==> src/rtl/arp_responder_mc.sv <==
// Multi-address ARP responder with a small learned IP->MAC cache and a one-cycle lookup port.
// Define ARP_GRATUITOUS_EN to enable gratuitous ARP announcements driven by the announce input.
module arp_responder_mc #(
   parameter int NUM_IP      = 2,
   parameter int CACHE_DEPTH = 4,
   parameter int STRICT_HDR  = 1
) (
   input  logic                 rx_clock,
   input  logic                 reset,
   input  logic                 rx_enable,
   input  logic [7:0]           rx_data,
   input  logic [47:0]          local_mac,
   input  logic [32*NUM_IP-1:0] local_ip,
   input  logic                 announce,
   input  logic                 tx_enable,
   output logic                 tx_request,
   output logic                 tx_active,
   output logic [7:0]           tx_data,
   output logic [47:0]          destination_mac,
   input  logic                 lookup_req,
   input  logic [31:0]          lookup_ip,
   output logic                 lookup_done,
   output logic                 lookup_hit,
   output logic [47:0]          lookup_mac
);

   localparam int KW = (NUM_IP > 1) ? $clog2(NUM_IP) : 1;
   localparam int PW = $clog2(CACHE_DEPTH);

   typedef enum logic [2:0] {IDLE, RX, ERR, TXREQ, TX} state_t;

   state_t        state;
   logic [4:0]    rx_idx;
   logic [4:0]    tx_idx;
   logic [15:0]   oper;
   logic [47:0]   sha;
   logic [31:0]   spa;
   logic [23:0]   tpa_hi;
   logic          sending;
   logic [KW-1:0] tx_k;
   logic [47:0]   tx_tha;
   logic [31:0]   tx_tpa;
   logic [7:0]    tx_oper;
`ifdef ARP_GRATUITOUS_EN
   logic          announce_pending;
`else
   logic          unused_announce;
   assign unused_announce = announce;
`endif

   logic          cache_valid [CACHE_DEPTH];
   logic [31:0]   cache_ip    [CACHE_DEPTH];
   logic [47:0]   cache_mac   [CACHE_DEPTH];
   logic [PW-1:0] ptr;

   logic [4:0]    cur_idx;
   logic [7:0]    hdr_byte;
   logic          hdr_bad;
   logic [31:0]   tpa_full;
   logic          ip_found;
   logic [KW-1:0] ip_k;
   logic          learn;
   logic          wr_hit;
   logic [PW-1:0] wr_idx;
   logic          lk_hit;
   logic [47:0]   lk_mac;
   logic [239:0]  tx_frame;
   logic [4:0]    tx_sel;

   // Fixed header bytes; byte 0 is examined while still in IDLE
   always_comb begin
      cur_idx  = (state == IDLE) ? 5'd0 : rx_idx;
      hdr_byte = 8'h00;
      case (cur_idx)
         5'd0: hdr_byte = 8'h08;
         5'd1: hdr_byte = 8'h06;
         5'd2: hdr_byte = 8'h00;
         5'd3: hdr_byte = 8'h01;
         5'd4: hdr_byte = 8'h08;
         5'd5: hdr_byte = 8'h00;
         5'd6: hdr_byte = 8'h06;
         5'd7: hdr_byte = 8'h04;
         default: hdr_byte = 8'h00;
      endcase
      hdr_bad = ((cur_idx < 5'd2) || (STRICT_HDR != 0 && cur_idx < 5'd8)) && (rx_data != hdr_byte);
   end

   // Target address match, descending loop so the lowest index wins
   always_comb begin
      tpa_full = {tpa_hi, rx_data};
      ip_found = 1'b0;
      ip_k     = '0;
      for (int k = NUM_IP - 1; k >= 0; k--) begin
         if (local_ip[32*k +: 32] == tpa_full) begin
            ip_found = 1'b1;
            ip_k     = KW'(k);
         end
      end
   end

   assign learn = (state == RX) && rx_enable && (rx_idx == 5'd29) && !hdr_bad &&
                  ((oper == 16'd1) || (oper == 16'd2)) && ip_found;

   always_comb begin
      wr_hit = 1'b0;
      wr_idx = '0;
      lk_hit = 1'b0;
      lk_mac = '0;
      for (int i = 0; i < CACHE_DEPTH; i++) begin
         if (cache_valid[i] && cache_ip[i] == spa) begin
            wr_hit = 1'b1;
            wr_idx = PW'(i);
         end
         if (cache_valid[i] && cache_ip[i] == lookup_ip) begin
            lk_hit = 1'b1;
            lk_mac = cache_mac[i];
         end
      end
   end

   // Main receive/transmit state machine
   always_ff @(posedge rx_clock) begin
      if (reset) begin
         state           <= IDLE;
         rx_idx          <= '0;
         tx_idx          <= '0;
         oper            <= '0;
         sha             <= '0;
         spa             <= '0;
         tpa_hi          <= '0;
         tx_request      <= 1'b0;
         sending         <= 1'b0;
         destination_mac <= '0;
         tx_k            <= '0;
         tx_tha          <= '0;
         tx_tpa          <= '0;
         tx_oper         <= '0;
`ifdef ARP_GRATUITOUS_EN
         announce_pending <= 1'b1;
`endif
      end else begin
`ifdef ARP_GRATUITOUS_EN
         if (announce)
            announce_pending <= 1'b1;
`endif
         case (state)
            IDLE: begin
`ifdef ARP_GRATUITOUS_EN
               if (announce_pending) begin
                  announce_pending <= announce;
                  state            <= TXREQ;
                  tx_request       <= 1'b1;
                  destination_mac  <= '1;
                  tx_k             <= '0;
                  tx_tha           <= '0;
                  tx_tpa           <= local_ip[31:0];
                  tx_oper          <= 8'd1;
               end else
`endif
               if (rx_enable) begin
                  state  <= hdr_bad ? ERR : RX;
                  rx_idx <= 5'd1;
               end
            end
            RX: begin
               if (!rx_enable) begin
                  state <= IDLE;
               end else if (hdr_bad) begin
                  state <= ERR;
               end else begin
                  if (rx_idx == 5'd8 || rx_idx == 5'd9)
                     oper <= {oper[7:0], rx_data};
                  if (rx_idx >= 5'd10 && rx_idx <= 5'd15)
                     sha <= {sha[39:0], rx_data};
                  if (rx_idx >= 5'd16 && rx_idx <= 5'd19)
                     spa <= {spa[23:0], rx_data};
                  if (rx_idx >= 5'd26 && rx_idx <= 5'd28)
                     tpa_hi <= {tpa_hi[15:0], rx_data};
                  if (rx_idx == 5'd29) begin
                     if (learn && oper == 16'd1) begin
                        state           <= TXREQ;
                        tx_request      <= 1'b1;
                        destination_mac <= sha;
                        tx_k            <= ip_k;
                        tx_tha          <= sha;
                        tx_tpa          <= spa;
                        tx_oper         <= 8'd2;
                     end else begin
                        state <= ERR;
                     end
                  end else begin
                     rx_idx <= rx_idx + 5'd1;
                  end
               end
            end
            ERR: begin
               if (!rx_enable)
                  state <= IDLE;
            end
            TXREQ: begin
               if (tx_enable) begin
                  state      <= TX;
                  tx_request <= 1'b0;
                  sending    <= 1'b1;
                  tx_idx     <= 5'd1;
               end
            end
            TX: begin
               if (tx_idx == 5'd29) begin
                  state   <= IDLE;
                  sending <= 1'b0;
                  tx_idx  <= '0;
               end else begin
                  tx_idx <= tx_idx + 5'd1;
               end
            end
            default: state <= IDLE;
         endcase
      end
   end

   // Refresh an existing entry in place; only new addresses consume the round-robin slot
   always_ff @(posedge rx_clock) begin
      if (reset) begin
         for (int i = 0; i < CACHE_DEPTH; i++) begin
            cache_valid[i] <= 1'b0;
            cache_ip[i]    <= '0;
            cache_mac[i]   <= '0;
         end
         ptr <= '0;
      end else if (learn) begin
         if (wr_hit) begin
            cache_mac[wr_idx] <= sha;
         end else begin
            cache_valid[ptr] <= 1'b1;
            cache_ip[ptr]    <= spa;
            cache_mac[ptr]   <= sha;
            ptr              <= (ptr == PW'(CACHE_DEPTH - 1)) ? '0 : ptr + 1'b1;
         end
      end
   end

   always_ff @(posedge rx_clock) begin
      if (reset) begin
         lookup_done <= 1'b0;
         lookup_hit  <= 1'b0;
         lookup_mac  <= '0;
      end else begin
         lookup_done <= lookup_req;
         lookup_hit  <= lookup_req && lk_hit;
         lookup_mac  <= (lookup_req && lk_hit) ? lk_mac : 48'd0;
      end
   end

   always_comb begin
      tx_sel   = sending ? tx_idx : 5'd0;
      tx_frame = {16'h0806, 16'h0001, 16'h0800, 8'h06, 8'h04, 8'h00, tx_oper,
                  local_mac, local_ip[32*tx_k +: 32], tx_tha, tx_tpa};
      tx_data  = tx_frame[8*(29 - int'(tx_sel)) +: 8];
   end

   assign tx_active = tx_enable | sending;

endmodule

==> config.mk <==
export PLATFORM = sky130hd
export DESIGN_NAME = arp_responder_mc
export DESIGN_NICKNAME = d
export VERILOG_FILES = /design/src/rtl/arp_responder_mc.sv
export SDC_FILE = /design/constraint.sdc
export NUM_CORES = 1
export LEC_CHECK = 0
export CAP_MARGIN = 20
export CORE_MARGIN = 2
export CORE_UTILIZATION = 45
export DETAILED_ROUTE_END_ITERATION = 10
export GPL_TIMING_DRIVEN = 0
export SLEW_MARGIN = 5
export SYNTH_ARGS = -nofsm -noshare
export SYNTH_HDL_FRONTEND = slang
export SYNTH_SLANG_ARGS = --single-unit
==> constraint.sdc <==
create_clock -name rx_clock -period 17.5 [get_ports rx_clock]
set_input_delay 3.5 -clock rx_clock [delete_from_list [all_inputs] [get_ports rx_clock]]
set_output_delay 3.5 -clock rx_clock [all_outputs]
set_load 0.01 [all_outputs]
==> results.md <==
Synth:
- The netlist area before placement is 29140 um2.
- Of all flip-flops after synthesis, the portion carrying an async set or reset was 0%.
- The number of register bits inferred by synthesis is 593.
- The most frequently used flop master after synthesis is edfxtp_1.
- The post-synthesis average cell area is 10.06 um2.
- The cell count after synthesis is 2896.
- The share of synthesized area occupied by flip-flops and latches is 51.87%.
- Counting every net in the synthesized netlist gives 3063.
- Counting flops with a built-in enable in the synthesized netlist gives 324.
- The unique cell type count in the Yosys netlist is 72.
- The number of warnings printed during yosys synthesis is 0.

Drt:
- For this run, design rule violations remaining after detail routing come to 0.
- The average vias per placed instance is 5.682.
- The detailed-route wire length per cell is 24.67 um.
- The number of vias in the routed layout is 23420.
- The detailed router's first-iteration violation count is 2578.
- The count of nets left with antenna violations once routing finished came out at 0.
- The final layout contains routed wiring with a total length of 101700 um.
- The pre-antenna-repair detailed-routing pass consisted of 5 iterations.

Final layout:
- The non-filler instance count after layout is 4122.
- The number of nets in the finished design is 3380.
- Leaving out fill and tap cells, the most frequent cells in the layout are edfxtp_1 (324), nand2_1 (291), dfxtp_1 (269).
- The commonest non-fill, non-tap cell in the layout is edfxtp_1.
- The share of final-layout standard cells stronger than drive strength 1 is 7.351%.
- The area growth from synthesis to layout is 20.14%.

Clocking:
- The clock sink count is 593.
- In this run the post-CTS setup repair buffer count came out at 0.
- Counting the buffers created by CTS gives 67.
- The number of buffers between clock root and the deepest sink is 3.
- The clock edge transition at the registers on the reported setup and hold paths is 60 ps.
- The number of H-tree branching levels is 3.
- TritonCTS built the clock tree.
- The cell chosen for the clock root is clkbuf_16.
- The worst-skew pair later-pin latency is 620 ps.
- Hold repair after CTS inserted 0 buffers.
- The number of resized instances in the post-cts repair step is 0.

Floorplanning:
- The floorplan has 93 rows.
- The area enclosed by the die boundary is 66810 um2.
- The die is 258.5 um tall.
- The floorplan die width is 258.5 um.
- After floorplanning, the core was sized to cover 64230 um2.
- The I/O pin count is 266.
- The initial standard-cell utilization of the core is 45.37%.

Worst hold path:
- The cell count of the worst hold path is 2.
- The tightest min-delay check is of the flip-flop to flip-flop type.
- The sink of the worst hold path is tx_oper[1].
- The startpoint of the lowest-slack hold path is tx_oper[1].

Global routing:
- The total congestion overflow after global routing is 0.
- The number of global-route vias before repair was 22680.
- The number of antenna violations at the first check in global routing was 1.
- The overall routing resource usage is 29.91%.
- The wire length of the first global-routing pass is 148700 um.
- Entering global routing, the biggest net connects 49 pins.

Worst setup path:
- For flop-to-flop paths, the worst setup slack is 12170 ps.
- The required time of the worst setup path is 14000 ps.
- The count of cells along the worst register-to-register path is 10.
- The critical path endpoint category is a primary output.
- The endpoint identified for the worst register-to-register timing path is cache_mac[2][9].
- The signal arrival time at the worst endpoint is 5710 ps.
- In this run the critical register-to-register path is launched from spa[21].
- STA classifies the critical path startpoint as a primary input.
- Of all nets on the critical path, the largest fanout is 2.
- The kind of critical path is primary input to primary output.

STA:
- The final count of hold timing violations is 0.
- The worst path in the final design needs a cycle of 9214 ps, including I/O delays and setup.
- Headroom to the max-slew limit came out at 25.03%.
- The final count of pins violating max slew came to 0.
- Setup violations remaining at the end of the flow were counted as 0.
- Setup repair after global routing left no endpoint under its margin.
- Static timing analysis puts the maximum clock frequency at 108.5 MHz.
- Setup total negative slack on the finished layout was measured at 0 ps.
- At the pin with the least slew margin, the transition time is 1125 ps.
- Between clock sinks in the finished design, the worst skew comes to 30.56 ps.
- Of the available clock period, the critical path in the final layout requires 52.65%.

Placement:
- The final weighted congestion in routability-driven placement is 0.9799.
- The count of buffers added on input and output ports is 238.
- Detailed placement ended at an HPWL of 77180 um.
- The cell total after placement is 3997.

Power:
- The final total power is 3.204 mW.
- The leakage power figure is 12.18 nW.
- In this run the power density over the cells is 91.52 nW/um2.
- The worst IR drop on VDD is 0.06361 mV.

Job:
- The tool flagged a number of max-cap violations equal to 0.

Status:
- The flow ran to the end, and the final reports show no timing, DRC or antenna violations.
-- per-stage QoR --
stage	hold WS, ps	instance area, um2	setup WS, ps	utilization, %
floorplan	434.9	29140	8113	-
global placement	473.2	32590	5645	50.74
detailed placement	481.3	32730	8305	50.95
CTS	494.0	34980	8292	54.45
global route	517.8	35000	8157	54.50
finish	491.7	35010	8286	54.50
-- cells by family (layout without fill, tap and decap cells) --
kind of cell | count (synthesis) | after routing | share of synthesized area (%)
AND/OR/NAND/NOR | 954 | 954 | 16.85
flip-flops | 593 | 593 | 51.87
AO/OA/AOI/OAI | 471 | 471 | 10.04
buffers and inverters | 404 | 773 | 6.067
XOR/XNOR | 321 | 321 | 9.648
multiplexers | 144 | 144 | 5.140
adder cells (fa/ha/maj) | 9 | 9 | 0.3864
other | 0 | 2 | 0
-- worst max-delay path, stage by stage --
cell and delay [ps]:
clkdlybuf4s50_1 590, mux2i_1 120, nor2_1 130, a21oi_1 60, o22ai_1 260, o221ai_1 150
a2bb2oi_1 300, clkdlybuf4s50_1 610
-- where the power goes --
| group | internal, mW | leakage, nW | switching (mW) |
|---|---|---|---|
| Combinational | 0.0924 | 5.83 | 0.135 |
| Clock | 0.853 | 1.11 | 0.587 |
| Sequential | 1.51 | 5.24 | 0.0273 |
| Total | 2.45 | 12.2 | 0.750 |
-- cell type report --
cell class                 count  area (um2)
fill                        5794       29220
sequential                   593       15110
multi-input combinational   1899       12280
timing repair buffer         248        2520
clock buffer                  95        1942
buffer                       295        1359
tap                          855        1070
inverter                     109       409.1
clock inverter                26       306.5
antenna                        2       5.005
-- how the worst max path moves through the flow --
stage               slack [ps]                to  depth (start not counted)    startpoint
finish                    8290        tx_data[1]                          8  local_ip[57]
global route              8160        tx_data[1]                          8  local_ip[25]
CTS                       8290        tx_data[1]                          8  local_ip[25]
detailed placement        8300        tx_data[1]                          8  local_ip[25]
floorplan                 8110   cache_mac[0][0]                         10    rx_data[5]
global placement          5640  cache_mac[0][38]                         10    rx_data[7]
-- sequential cells by signal (all words and copies together), names as in the netlist, 16 cells and up --
name	flops
oper	16
cache_ip	128
cache_mac	192
spa	32
tx_tpa	32
tpa_hi	24
sha	48
tx_tha	48
lookup_mac	48
-- layer usage --
metal | global-route usage (%) | up-vias | share of wire [%] | wire, um
li1 | - | 10730 | - | -
met1 | 41.39 | 11470 | 43 | 43270
met2 | 47.79 | 1046 | 47 | 47370
met3 | 5.595 | 175 | 7.9 | 8068
met4 | 8.895 | 0 | 2.9 | 2984
met5 | 0 | - | 0 | 0
-- cells in the mapped netlist (8+ instances only) --
cell	count	share of area, %
mux2i_1	135	4.6
o221ai_1	9	0.27
or3_1	15	0.32
buf_2	21	0.36
buf_1	8	0.10
edfxtp_1	324	33
nand4_1	104	2.2
inv_1	108	1.4
nor3_2	12	0.41
ha_1	9	0.39
nor3_1	63	1.1
nor2_1	128	1.6
a21oi_1	142	2.4
o21ai_0	166	2.9
a221oi_1	73	2.2
a22oi_1	11	0.28
nand2_1	291	3.7
buf_4	52	1.3
nand3_1	23	0.40
o211ai_1	12	0.31
nor4_1	42	0.90
clkbuf_1	210	2.7
xor2_1	109	3.3
and3_1	8	0.17
dfxtp_1	269	18
and2_1	233	5.0
xnor2_1	212	6.4
No activity file was read; power rests on OpenSTA's default activity.
